`src/rtl/spi_slave_if.sv`:
```
// Bus bundle between the SPI responder and its surroundings: the board-level
// SPI pins plus the word-level TX buffer / RX result handshake.
interface spi_slave_if #(
    parameter int DATA_W = 8
);
    logic              sclk;
    logic              cs_n;
    logic              mosi;
    logic              miso;
    logic              miso_oe;
    logic [DATA_W-1:0] tx_data;
    logic              tx_valid;
    logic              tx_ready;
    logic [DATA_W-1:0] rx_data;
    logic              rx_valid;
    logic              tx_underrun;
    logic              busy;

    // The responder itself.
    modport slave (
        input  sclk, cs_n, mosi, tx_data, tx_valid,
        output miso, miso_oe, tx_ready, rx_data, rx_valid, tx_underrun, busy
    );

    // Whoever drives the pins and feeds the TX buffer.
    modport master (
        output sclk, cs_n, mosi, tx_data, tx_valid,
        input  miso, miso_oe, tx_ready, rx_data, rx_valid, tx_underrun, busy
    );
endinterface

```
`src/rtl/spi_slave.sv`:
```
// Mode-0, MSB-first SPI responder. The SPI pins are oversampled in the clk
// domain; detected sclk edges drive shift registers for both directions and
// a one-entry TX buffer supplies the words that go out on miso.
module spi_slave #(
    parameter int DATA_W = 8
) (
    input  logic     clk,
    input  logic     rst,
    spi_slave_if.slave bus
);
    localparam int CNT_W = $clog2(DATA_W);

    localparam logic [1:0] S_IDLE  = 2'd0;
    localparam logic [1:0] S_SHIFT = 2'd1;
    localparam logic [1:0] S_DONE  = 2'd2;

    logic [2:0]        r_sclk_sync;
    logic [2:0]        r_cs_sync;
    logic [1:0]        r_mosi_sync;
    logic [1:0]        r_state;
    logic [CNT_W-1:0]  r_bit_cnt;
    logic [DATA_W-1:0] r_rx_shift;
    logic [DATA_W-1:0] r_tx_shift;
    logic [DATA_W-1:0] r_rx_data;
    logic              r_rx_valid;
    logic              r_miso_oe;
    logic [DATA_W-1:0] r_buf;
    logic              r_buf_full;
    logic              r_underrun;

    logic              w_sclk_rise;
    logic              w_sclk_fall;
    logic              w_cs_rise;
    logic              w_cs_fall;
    logic              w_mosi;
    logic              w_abort;
    logic              w_load;
    logic              w_accept;
    logic [DATA_W-1:0] w_load_word;
    logic [DATA_W-1:0] w_rx_next;

    // Pin synchronizers; sclk and cs_n carry a third stage for edge detection.
    always_ff @(posedge clk or posedge rst) begin
        if (rst) begin
            r_sclk_sync <= '0;
            r_cs_sync   <= '1;
            r_mosi_sync <= '0;
        end else begin
            // NOTE: non-blocking assignments make every stage take the previous
            // stage's old value, so this really is a chain of flops.
            r_sclk_sync <= {r_sclk_sync[1:0], bus.sclk};
            r_cs_sync   <= {r_cs_sync[1:0], bus.cs_n};
            r_mosi_sync <= {r_mosi_sync[0], bus.mosi};
        end
    end

    // mosi is taken from the same depth as the sclk edge detector input, so
    // the bit seen at a detected rise is the one the master set up for it.
    assign w_sclk_rise = r_sclk_sync[1] & ~r_sclk_sync[2];
    assign w_sclk_fall = ~r_sclk_sync[1] & r_sclk_sync[2];
    assign w_cs_rise   = r_cs_sync[1] & ~r_cs_sync[2];
    assign w_cs_fall   = ~r_cs_sync[1] & r_cs_sync[2];
    assign w_mosi      = r_mosi_sync[1];

    assign w_accept    = bus.tx_valid & ~r_buf_full;
    assign w_load_word = r_buf_full ? r_buf : '0;
    assign w_rx_next   = {r_rx_shift[DATA_W-2:0], w_mosi};

    // Decide abort and TX-register load; cs_n rise outranks everything else.
    always_comb begin
        // NOTE: defaults first so every path assigns both outputs and no latch
        // is inferred.
        w_abort = 1'b0;
        w_load  = 1'b0;
        if (w_cs_rise && r_state != S_IDLE) begin
            w_abort = 1'b1;
        end else if (r_state == S_IDLE && w_cs_fall) begin
            w_load = 1'b1;
        end else if (r_state == S_DONE && w_sclk_fall && !w_cs_fall) begin
            w_load = 1'b1;
        end
    end

    // One-entry TX buffer: an accept into an empty buffer survives a
    // same-cycle load, which only ever takes the previously stored word.
    always_ff @(posedge clk or posedge rst) begin
        if (rst) begin
            // NOTE: the data word is reset as well; it is a single register,
            // not a memory array, and a known value keeps miso clean.
            r_buf      <= '0;
            r_buf_full <= 1'b0;
            r_underrun <= 1'b0;
        end else begin
            r_underrun <= w_load & ~r_buf_full;
            if (w_accept) begin
                r_buf      <= bus.tx_data;
                r_buf_full <= 1'b1;
            end else if (w_load) begin
                r_buf_full <= 1'b0;
            end
        end
    end

    // Frame sequencer: shifts on detected sclk edges, reports whole words.
    always_ff @(posedge clk or posedge rst) begin
        if (rst) begin
            r_state    <= S_IDLE;
            r_bit_cnt  <= '0;
            r_rx_shift <= '0;
            r_tx_shift <= '0;
            r_rx_data  <= '0;
            r_rx_valid <= 1'b0;
            r_miso_oe  <= 1'b0;
        end else begin
            r_rx_valid <= 1'b0;
            if (w_abort) begin
                r_state    <= S_IDLE;
                r_bit_cnt  <= '0;
                r_rx_shift <= '0;
                r_tx_shift <= '0;
                r_miso_oe  <= 1'b0;
            end else if (w_load) begin
                r_tx_shift <= w_load_word;
                r_state    <= S_SHIFT;
                r_miso_oe  <= 1'b1;
            end else begin
                case (r_state)
                    S_IDLE: begin
                        r_bit_cnt <= '0;
                        r_miso_oe <= 1'b0;
                    end
                    S_SHIFT: begin
                        if (w_sclk_rise) begin
                            r_rx_shift <= w_rx_next;
                            if (r_bit_cnt == CNT_W'(DATA_W - 1)) begin
                                r_rx_data  <= w_rx_next;
                                r_rx_valid <= 1'b1;
                                r_bit_cnt  <= '0;
                                r_state    <= S_DONE;
                            end else begin
                                r_bit_cnt <= r_bit_cnt + CNT_W'(1);
                            end
                        end else if (w_sclk_fall) begin
                            r_tx_shift <= {r_tx_shift[DATA_W-2:0], 1'b0};
                        end
                    end
                    S_DONE: begin
                        // Waiting for the closing sclk fall (handled as a load)
                        // or for cs_n to rise.
                    end
                    default: begin
                        r_state   <= S_IDLE;
                        r_bit_cnt <= '0;
                        r_miso_oe <= 1'b0;
                    end
                endcase
            end
        end
    end

    assign bus.miso        = r_miso_oe & r_tx_shift[DATA_W-1];
    assign bus.miso_oe     = r_miso_oe;
    assign bus.tx_ready    = ~r_buf_full;
    assign bus.rx_data     = r_rx_data;
    assign bus.rx_valid    = r_rx_valid;
    assign bus.tx_underrun = r_underrun;
    assign bus.busy        = (r_state != S_IDLE);
endmodule
```
`src/flat_wrapper.sv`:
```
// flat-port wrapper written by rule: the top's interface ports become plain ports
module spi_slave_flat 
#(
    parameter int DATA_W = 8
)
  (clk, rst, bus_sclk, bus_cs_n, bus_mosi, bus_tx_data, bus_tx_valid, bus_miso, bus_miso_oe, bus_tx_ready, bus_rx_data, bus_rx_valid, bus_tx_underrun, bus_busy);
  spi_slave_if #(.DATA_W(DATA_W)) bus_i ();
  input  logic clk;
  input  logic rst;
  input wire logic [$bits(bus_i.sclk)-1:0] bus_sclk;
  input wire logic [$bits(bus_i.cs_n)-1:0] bus_cs_n;
  input wire logic [$bits(bus_i.mosi)-1:0] bus_mosi;
  input wire logic [$bits(bus_i.tx_data)-1:0] bus_tx_data;
  input wire logic [$bits(bus_i.tx_valid)-1:0] bus_tx_valid;
  output wire logic [$bits(bus_i.miso)-1:0] bus_miso;
  output wire logic [$bits(bus_i.miso_oe)-1:0] bus_miso_oe;
  output wire logic [$bits(bus_i.tx_ready)-1:0] bus_tx_ready;
  output wire logic [$bits(bus_i.rx_data)-1:0] bus_rx_data;
  output wire logic [$bits(bus_i.rx_valid)-1:0] bus_rx_valid;
  output wire logic [$bits(bus_i.tx_underrun)-1:0] bus_tx_underrun;
  output wire logic [$bits(bus_i.busy)-1:0] bus_busy;
  assign bus_i.sclk = bus_sclk;
  assign bus_i.cs_n = bus_cs_n;
  assign bus_i.mosi = bus_mosi;
  assign bus_i.tx_data = bus_tx_data;
  assign bus_i.tx_valid = bus_tx_valid;
  assign bus_miso = bus_i.miso;
  assign bus_miso_oe = bus_i.miso_oe;
  assign bus_tx_ready = bus_i.tx_ready;
  assign bus_rx_data = bus_i.rx_data;
  assign bus_rx_valid = bus_i.rx_valid;
  assign bus_tx_underrun = bus_i.tx_underrun;
  assign bus_busy = bus_i.busy;
  spi_slave #(.DATA_W(DATA_W)) u_core (.clk(clk), .rst(rst), .bus(bus_i));
endmodule
```
`config.mk`:
```
export PLATFORM = sky130hd
export DESIGN_NAME = spi_slave_flat
export DESIGN_NICKNAME = d
export VERILOG_FILES = /design/src/rtl/spi_slave_if.sv /design/src/rtl/spi_slave.sv /design/src/flat_wrapper.sv
export SDC_FILE = /design/constraint.sdc
export NUM_CORES = 1
export LEC_CHECK = 0
export BUFFER_PORTS_ARGS = -buffer_cell sky130_fd_sc_hd__clkbuf_2
export CAP_MARGIN = 25
export CORE_UTILIZATION = 60
export CTS_BUF_LIST = sky130_fd_sc_hd__clkbuf_4 sky130_fd_sc_hd__clkbuf_8 sky130_fd_sc_hd__clkbuf_16
export CTS_CLUSTER_DIAMETER = 60
export DETAILED_ROUTE_END_ITERATION = 10
export MAX_ROUTING_LAYER = met4
export PLACE_DENSITY_LB_ADDON = 0.05
export SYNTH_ARGS = -nofsm -noshare
export SYNTH_HDL_FRONTEND = slang
export SYNTH_SLANG_ARGS = --single-unit
export TNS_END_PERCENT = 100
```
`constraint.sdc`:
```
create_clock -name clk -period 4 [get_ports clk]
set_clock_uncertainty 0.15 [all_clocks]
set_input_delay 0 -clock clk [delete_from_list [all_inputs] [get_ports clk]]
set_output_delay 0 -clock clk [all_outputs]
set_load 0.1 [all_outputs]
```
==> qor.yml, run 1 <==
status: "finished clean"
fill_cells: 222
p_total_w: 0.00144
drt-wirelength-per-cell_um: 16.0
fin_util: 0.781
start_util: 0.651
grt_overflow: 0
synth-xor-area-share: 0.00427
vias: 1384
start_kind: "flop"
clk_latency_ns: 0.38
r2r_end: "u_core.bus.rx_data[7]$_DFFE_PP0P_"
fmax_mhz: 376
final_cell_mix: "45 x dfrtp_1, 27 x clkbuf_2, 17 x nor2_1, 16 x mux2_2, 14 x dlygate4sd3_1"
drc: 0
drtIter0Drc: 54
antenna_found_initial: 0
routed_wl_mm: 4.07
synth_simple_gate_area_frac: 0.112
setup_viol: 0
grt_pass1_vias: 1390
cts_setup_buffers: 0
syn_area_per_cell_um2: 12.7
netlist_instances: 162
finalInstanceArea_mm2: 0.00246
post-route-min-period_ns: 2.66
viasPerCell: 5.45
holdPathStages: 2
fp-row-count: 20
synth_cell_type_count: 34
cp_max_fo: 9
die_area_mm2: 0.00366
worstPathArrival_ns: 2.79
worstHoldStart: "bus_cs_n"
rsz0062_at_grt: "no"
r2r_cells: 6
worst_pin_slew_ns: 0.786
end_kind: "flop"
core_mm2: 0.00315
grt_max_degree: 49
power_density_mw_per_mm2: 585
syn_area_mm2: 0.00205
worstSetupPathType: "reg2reg"
r2r-start: "u_core.r_state[0]$_DFFE_PP0P_"
drt-pass1-iter-count: 4
ioPinCount: 28
drive_above_1_share: 0.290
tritoncts: "built"
clockBufferDepth: 2
synth_mux_area_frac: 0.127
yosysWarnings: 0
leakage_nw: 1.17
finalHoldViolCount: 0
diodes: 0
cts_made_buffers: 5
place_hpwl_mm: 2.68
fin_nets: 230
syn_to_final_growth_pct: 20.0
tns_ns: 0
ant_nets: 0
fp.dieW_um: 60.5
place_congestion: 0.752
cts_root_buf: "clkbuf_4"
ys_seq_area_frac: 0.587
ctsResizeCount: 0
hold-path-endpoint: "u_core.r_cs_sync[0]$_DFF_PP1_"
grt_pass1_wl_mm: 6.57
maxSlewViolCount: 0
synth-compound-area-share: 0.100
critical-path-top-delay-family: "simple AND/OR/NAND/NOR gates"
hold_path.class: "in2reg"
cp_cell_sequence: "inv_1 > ha_1 > and3b_1 > a311o_1 > nor4_4 > mux2_2"
htreeDepth: 2
critPathSlowestCell: "nor4_4"
die_y_um: 60.5
dpl_cell_area_mm2: 0.00223
cts_hold_buf: 13
syn_nets: 183
regToRegSetupSlack_ns: 1.34
max_cap_viol_count: 0
portBuffers: 27
crit_buf_inv: 1
period_share: 0.665
path_clk_slew_ns: 0.14
grt_usage: 0.265
cp.required_ns: 4.13
ir_drop_v: 0.000312
clock_sinks: 48
max_stage_delay_ns: 0.57
ys_ff_latch: 48
synth_top_family_by_area: "multiplexers"
relSlewSlack: 0.475
synth_fa_ha_area_frac: 0.0427
final_common_cell: "dfrtp_1"
[area by class of cell]
cell class                 count  area, um2  share of cell area
clock inverter                 2       15.0             0.00610
clock buffer                   6       51.3              0.0208
multi-input combinational    101        791               0.321
inverter                       8       30.0              0.0122
timing repair buffer          45        315               0.128
tap                           44       55.1              0.0224
sequential                    48       1200               0.489
[flip-flops by register name (all words and copies together), names as in the netlist]
register and count:
u_core.bus.miso_oe 1, u_core.bus.rx_data 8, u_core.bus.rx_valid 1, u_core.bus.tx_underrun 1, u_core.r_bit_cnt 3, u_core.r_buf 8, u_core.r_buf_full 1, u_core.r_cs_sync 3
u_core.r_mosi_sync 2, u_core.r_rx_shift 7, u_core.r_sclk_sync 3, u_core.r_state 2, u_core.r_tx_shift 8
[per-stage QoR]
stage	worst slack (ns)	hold WS, ns	std cells
after global placement	1.49	-0.0617	230
after floorplan	1.61	-0.146	162
after CTS	1.35	0.0878	251
after detailed placement	1.38	-0.0582	230
after global routing	1.19	0.0744	254
final	1.34	0.0852	254
[synth_stat cells, drive strengths merged]
library cell	count	area, um2
a21oi	5	25.0
nor2	17	63.8
nand3	1	5.00
or3	1	6.26
clkbuf	3	11.3
nor4	1	21.3
a211oi	2	15.0
and3b	1	8.76
mux2i	8	80.1
nor3	1	5.00
a311o	1	10.0
inv	8	30.0
buf	2	15.0
dfstp	3	78.8
o2bb2ai	7	61.3
a31oi	1	6.26
ha	7	87.6
nor2b	2	12.5
nand2	3	11.3
and2	3	18.8
nand2b	4	25.0
mux2	16	180
nand3b	2	15.0
or2	1	6.26
xor2	1	8.76
or2b	1	7.51
o21ai	2	10.0
a21o	1	7.51
nor3b	2	15.0
a221oi	2	17.5
and2b	1	7.51
o21a	7	52.6
dfrtp	45	1130
[worst max-delay path by stage]
stage | depth (start not counted) | slack (ns) | end | from
6_report | 6 | 1.34 | u_core.bus.rx_data[7]$_DFFE_PP0P_ | u_core.r_state[0]$_DFFE_PP0P_
3_3_place_gp | 6 | 1.49 | u_core.bus.rx_data[2]$_DFFE_PP0P_ | u_core.r_state[0]$_DFFE_PP0P_
3_5_place_dp | 6 | 1.38 | u_core.bus.rx_data[7]$_DFFE_PP0P_ | u_core.r_state[0]$_DFFE_PP0P_
4_1_cts | 6 | 1.35 | u_core.bus.rx_data[7]$_DFFE_PP0P_ | u_core.r_state[0]$_DFFE_PP0P_
5_1_grt | 6 | 1.19 | u_core.bus.rx_data[6]$_DFFE_PP0P_ | u_core.r_state[0]$_DFFE_PP0P_
2_1_floorplan | 6 | 1.61 | u_core.r_tx_shift[1]$_DFFE_PP0P_ | u_core.r_state[1]$_DFFE_PP0P_
[logic make-up (layout without fill, tap and decap cells)]
group | after synthesis | in the layout
DFF | 48 | 48
AOI/OAI and AO/OA | 28 | 28
muxes | 24 | 24
xor gates and xnor gates | 1 | 1
adders and majority gates | 7 | 7
buffers and inverters | 13 | 61
and+or+nand+nor | 41 | 41
[report_power, final]
part	internal, W	switching (W)
sequential	0.000603	0.0000800
combinational	0.000179	0.000333
clock	0.0000854	0.000161
[routing by layer]
metal | part of all wire | track usage
met1 | 0.42 | 0.303
met3 | 0.055 | 0.0959
met5 | 0 | -
met2 | 0.50 | 0.414
met4 | 0.029 | 0.123
No activity file was read; power rests on OpenSTA's default activity.
==> run 2, diff against run 1 <==
Settings changed: CORE_UTILIZATION 60 to 50.
Clock period 4 ns to 2.3 ns, I/O delays scaled along.
==> qor.yml, run 2 (synthesis gave the netlist of run 1 again) <==
maxSlewViolCount: 0
setup_viol: 0
cts_root_buf: "clkbuf_8"
grt_max_degree: 30
globalRouteMet2Util: 0.338
worst_pin_slew_ns: 0.702
portBuffers: 27
hold_ws_ns: 0.148
start_util: 0.540
start_kind: "flop"
place_hpwl_mm: 2.61
path_clk_slew_ns: 0.08
use_met3: 0.0569
finalHoldViolCount: 0
final_cell_mix: "45 x dfrtp_1, 27 x clkbuf_2, 17 x nor2_1, 16 x mux2_2, 13 x dlygate4sd3_1"
place_inst: 243
grt_pass1_vias: 1470
power_frac_seq: 0.450
relSlewSlack: 0.531
htreeDepth: 2
vias: 1412
period_share: 0.960
post-route-min-period_ns: 2.21
cts_setup_buffers: 0
cp.required_ns: 2.33
final_common_cell: "dfrtp_1"
fp-row-count: 22
worstSetupPathType: "reg2reg"
ir_drop_v: 0.000637
hold_path.class: "in2async"
die_area_mm2: 0.00436
grt_overflow: 0
grt_pass1_wl_mm: 6.41
clock_sinks: 48
drt-pass1-iter-count: 4
grt_usage: 0.206
tritoncts: "built"
clockBufferDepth: 2
grt_use_met1: 0.245
fill_cells: 300
comb_power_share: 0.346
syn_to_final_growth_pct: 23.8
drt-wirelength-per-cell_um: 13.5
antenna_found_initial: 0
routed_wl_mm: 3.56
rsz0062_at_grt: "yes"
diodes: 0
busiest_layer: "met2"
fin_nets: 236
cts_made_buffers: 5
p_int_w: 0.00166
max_cap_viol_count: 0
multi_input_area_um2: 797
power_density_mw_per_mm2: 1020
r2r_cells: 7
p_total_w: 0.00260
ant_nets: 0
clk_latency_ns: 0.30
drc: 0
tns_ns: 0
die_y_um: 66.1
ioPinCount: 28
viasPerCell: 5.35
sw_frac_of_total: 0.361
fmax_mhz: 453
finalNonFillerCells: 264
leakage_nw: 1.22
place_congestion: 0.779
status: "finished clean"
regArea_mm2: 0.00120
p_switching_w: 0.000937
cp_max_fo: 9
drtIter0Drc: 54
clkPwrFrac: 0.203
drive_above_1_share: 0.319
worstPathArrival_ns: 2.24
core_mm2: 0.00380
end_kind: "flop"
fp.dieW_um: 66.1
-- run 2: changes by cell type in the layout (fill, tap and decap cells not counted), sizes merged --
cell,delta
clkbuf,+2
buf,+7
dlygate4sd3,-1
clkinvlp,-2
-- run 2: area by class of cell --
cell class                 instances  share of cell area
multi-input combinational        101               0.314
sequential                        48               0.474
inverter                           8              0.0118
clock buffer                       8              0.0384
tap                               48              0.0236
timing repair buffer              51               0.138
-- run 2: power by group through the flow --
stage | combinational (W) | sequential [W] | clock, W
after global placement | 0.000865 | 0.00118 | 0
after global routing | 0.000992 | 0.00120 | 0.000579
after floorplan | 0.000637 | 0.00123 | 0
final | 0.000900 | 0.00117 | 0.000528
after detailed placement | 0.000892 | 0.00119 | 0
after CTS | 0.000911 | 0.00117 | 0.000544
-- run 2: metal layers --
metal / routed length (um) / part of all wire / vias to the layer above
met4: 52 / 0.015 / 0
met2: 1850 / 0.52 / 21
met1: 1550 / 0.44 / 713
met5: 0 / 0 / -
li1: - / - / 672
met3: 103 / 0.029 / 6
-- run 2: path summary, 6_finish.rpt --
path / slack, ns / endpoint / start
setup reg to reg: 0.09 / u_core.bus.rx_data[1]$_DFFE_PP0P_ / u_core.r_state[0]$_DFFE_PP0P_
hold / removal: 0.15 / u_core.r_tx_shift[3]$_DFFE_PP0P_ / rst
min in group clk: 0.18 / u_core.r_cs_sync[0]$_DFF_PP1_ / bus_cs_n
max in group asynchronous: 1.21 / u_core.r_cs_sync[1]$_DFF_PP1_ / rst
hold reg to reg: 0.21 / u_core.r_mosi_sync[1]$_DFF_PP0_ / u_core.r_mosi_sync[0]$_DFF_PP0_
setup / recovery: 0.09 / u_core.bus.rx_data[1]$_DFFE_PP0P_ / u_core.r_state[0]$_DFFE_PP0P_
-- run 2: what timing repair did --
item                       in CTS  in global routing
hold buffers                   13                  0
hold endpoints to repair       39                  0
gates resized for setup         0                  1
setup endpoints to repair       0                  8
-- run 2: worst max-delay path, stage by stage, from the launching register on --
cell and delay (ns):
dfrtp_1 0.35, inv_1 0.06, ha_1 0.24, and3b_1 0.22, a311o_1 0.33, nor4_4 0.23, buf_6 0.18, mux2_2 0.34
-- run 2: per-stage QoR --
step,utilization,cell area [um2],worst slack (ns)
finish,0.669,2540,0.0917
global route,0.669,2540,-0.0159
CTS,0.668,2540,0.0619
detailed placement,0.608,2310,0.0749
global placement,0.608,2310,0.128
floorplan,-,2060,-0.0216
==> run 3, diff against run 2 <==
Settings changed: CTS_BUF_LIST sky130_fd_sc_hd__clkbuf_4 sky130_fd_sc_hd__clkbuf_8 sky130_fd_sc_hd__clkbuf_16 to default.
==> qor.yml, run 3 (synthesis gave the netlist of run 1 again) <==
tritoncts: "built"
r2r_cells: 7
hold_path.class: "in2async"
core_mm2: 0.00380
cp.required_ns: 2.33
cts_made_buffers: 5
pre_cts_slack_ns: 0.0749
max_stage_delay_ns: 0.35
leakage_nw: 1.22
final_cell_mix: "45 x dfrtp_1, 27 x clkbuf_2, 17 x nor2_1, 16 x mux2_2, 13 x dlygate4sd3_1"
diodes: 0
drtIter0Drc: 49
cp_cell_sequence: "inv_1 > ha_1 > and3b_1 > a311o_1 > nor4_4 > buf_6 > mux2_2"
ant_nets: 0
final_common_cell: "dfrtp_1"
regArea_mm2: 0.00120
worst_pin_slew_ns: 0.714
die_y_um: 66.1
fin_nets: 236
worstSetupPathType: "reg2reg"
hold_ws_ns: 0.149
setup_viol: 0
start_util: 0.540
ioPinCount: 28
path_clk_slew_ns: 0.08
dpl_cell_area_mm2: 0.00231
worstPathArrival_ns: 2.24
end_kind: "flop"
post-route-min-period_ns: 2.21
grt_max_degree: 30
fill_cells: 301
use_met3: 0.0569
place_hpwl_mm: 2.61
grt_usage: 0.206
cts_setup_buffers: 0
status: "finished clean"
ir_drop_v: 0.000676
period_share: 0.962
critPathSlowestCell: "dfrtp_1"
place_congestion: 0.779
finalInstanceArea_mm2: 0.00253
clkPwrFrac: 0.196
antenna_found_initial: 0
routed_wl_mm: 3.55
grt_overflow: 0
fin_ws_ns: 0.0880
grt_pass1_vias: 1470
p_total_w: 0.00258
clock_sinks: 48
htreeDepth: 2
comb_power_share: 0.350
clockBufferDepth: 2
maxSlewViolCount: 0
worst-path-stages: 7
drc: 0
drive_above_1_share: 0.310
fmax_mhz: 452
power_frac_seq: 0.454
vias: 1407
finalNonFillerCells: 264
portBuffers: 27
finalHoldViolCount: 0
grt_pass1_wl_mm: 6.42
clk_latency_ns: 0.30
grt_use_met1: 0.245
busiest_layer: "met2"
cp_max_fo: 9
fp.dieW_um: 66.1
place_inst: 243
viasPerCell: 5.33
max_cap_viol_count: 0
drt-pass1-iter-count: 4
globalRouteMet2Util: 0.338
power_density_mw_per_mm2: 1020
relSlewSlack: 0.523
drt-wirelength-per-cell_um: 13.5
syn_to_final_growth_pct: 23.5
critical-path-top-delay-family: "simple AND/OR/NAND/NOR gates"
p_int_w: 0.00164
multi_input_area_um2: 797
sw_frac_of_total: 0.365
fp-row-count: 22
cts_root_buf: "clkbuf_8"
rsz0062_at_grt: "yes"
start_kind: "flop"
crit_buf_inv: 2
die_area_mm2: 0.00436
p_switching_w: 0.000941
## run 3: routing by layer
| layer | vias up | share of wire |
|---|---|---|
| met4 | 0 | 0.015 |
| met2 | 19 | 0.53 |
| met5 | - | 0 |
| met3 | 6 | 0.028 |
| met1 | 710 | 0.43 |
| li1 | 672 | - |
## run 3: power by group through the flow
stage | Clock [W] | Combinational (W) | Sequential, W
detailed placement | 0 | 0.000892 | 0.00119
global placement | 0 | 0.000865 | 0.00118
CTS | 0.000518 | 0.000911 | 0.00117
floorplan | 0 | 0.000637 | 0.00123
finish | 0.000506 | 0.000901 | 0.00117
global route | 0.000556 | 0.000992 | 0.00120
## run 3: worst paths after layout
kind,start,endpoint,slack (ns)
setup reg to reg,u_core.r_state[0]$_DFFE_PP0P_,u_core.bus.rx_data[1]$_DFFE_PP0P_,0.09
max in group asynchronous,rst,u_core.r_cs_sync[1]$_DFF_PP1_,1.21
min in group clk,bus_cs_n,u_core.r_cs_sync[0]$_DFF_PP1_,0.18
setup / recovery,u_core.r_state[0]$_DFFE_PP0P_,u_core.bus.rx_data[1]$_DFFE_PP0P_,0.09
hold / removal,rst,u_core.r_tx_shift[3]$_DFFE_PP0P_,0.15
hold reg to reg,u_core.r_mosi_sync[0]$_DFF_PP0_,u_core.r_mosi_sync[1]$_DFF_PP0_,0.21
## run 3: layout make-up
type | count | share of cell area
well taps | 48 | 0.0237
inverters | 8 | 0.0119
multi-input cells | 101 | 0.315
clock buffers | 8 | 0.0356
flip-flops and latches | 48 | 0.476
repair buffers | 51 | 0.139
## run 3: what timing repair did
action | 4_1_cts | 5_1_grt
endpoints found under the setup margin | 0 | 8
hold endpoints to repair | 39 | 0
hold buffers | 13 | 0
gates resized for setup | 0 | 1
## run 3: through the flow
step           TNS [ns]  utilization
3_5_place_dp          0        0.608
2_1_floorplan    -0.173            -
4_1_cts               0        0.666
3_3_place_gp          0        0.608
5_1_grt         -0.0510        0.667
6_report              0        0.667
## run 3: tightest hold or removal path: stages
cell and delay [ns]:
dlygate4sd3_1 0.53, clkbuf_2 0.11, inv_2 0.43
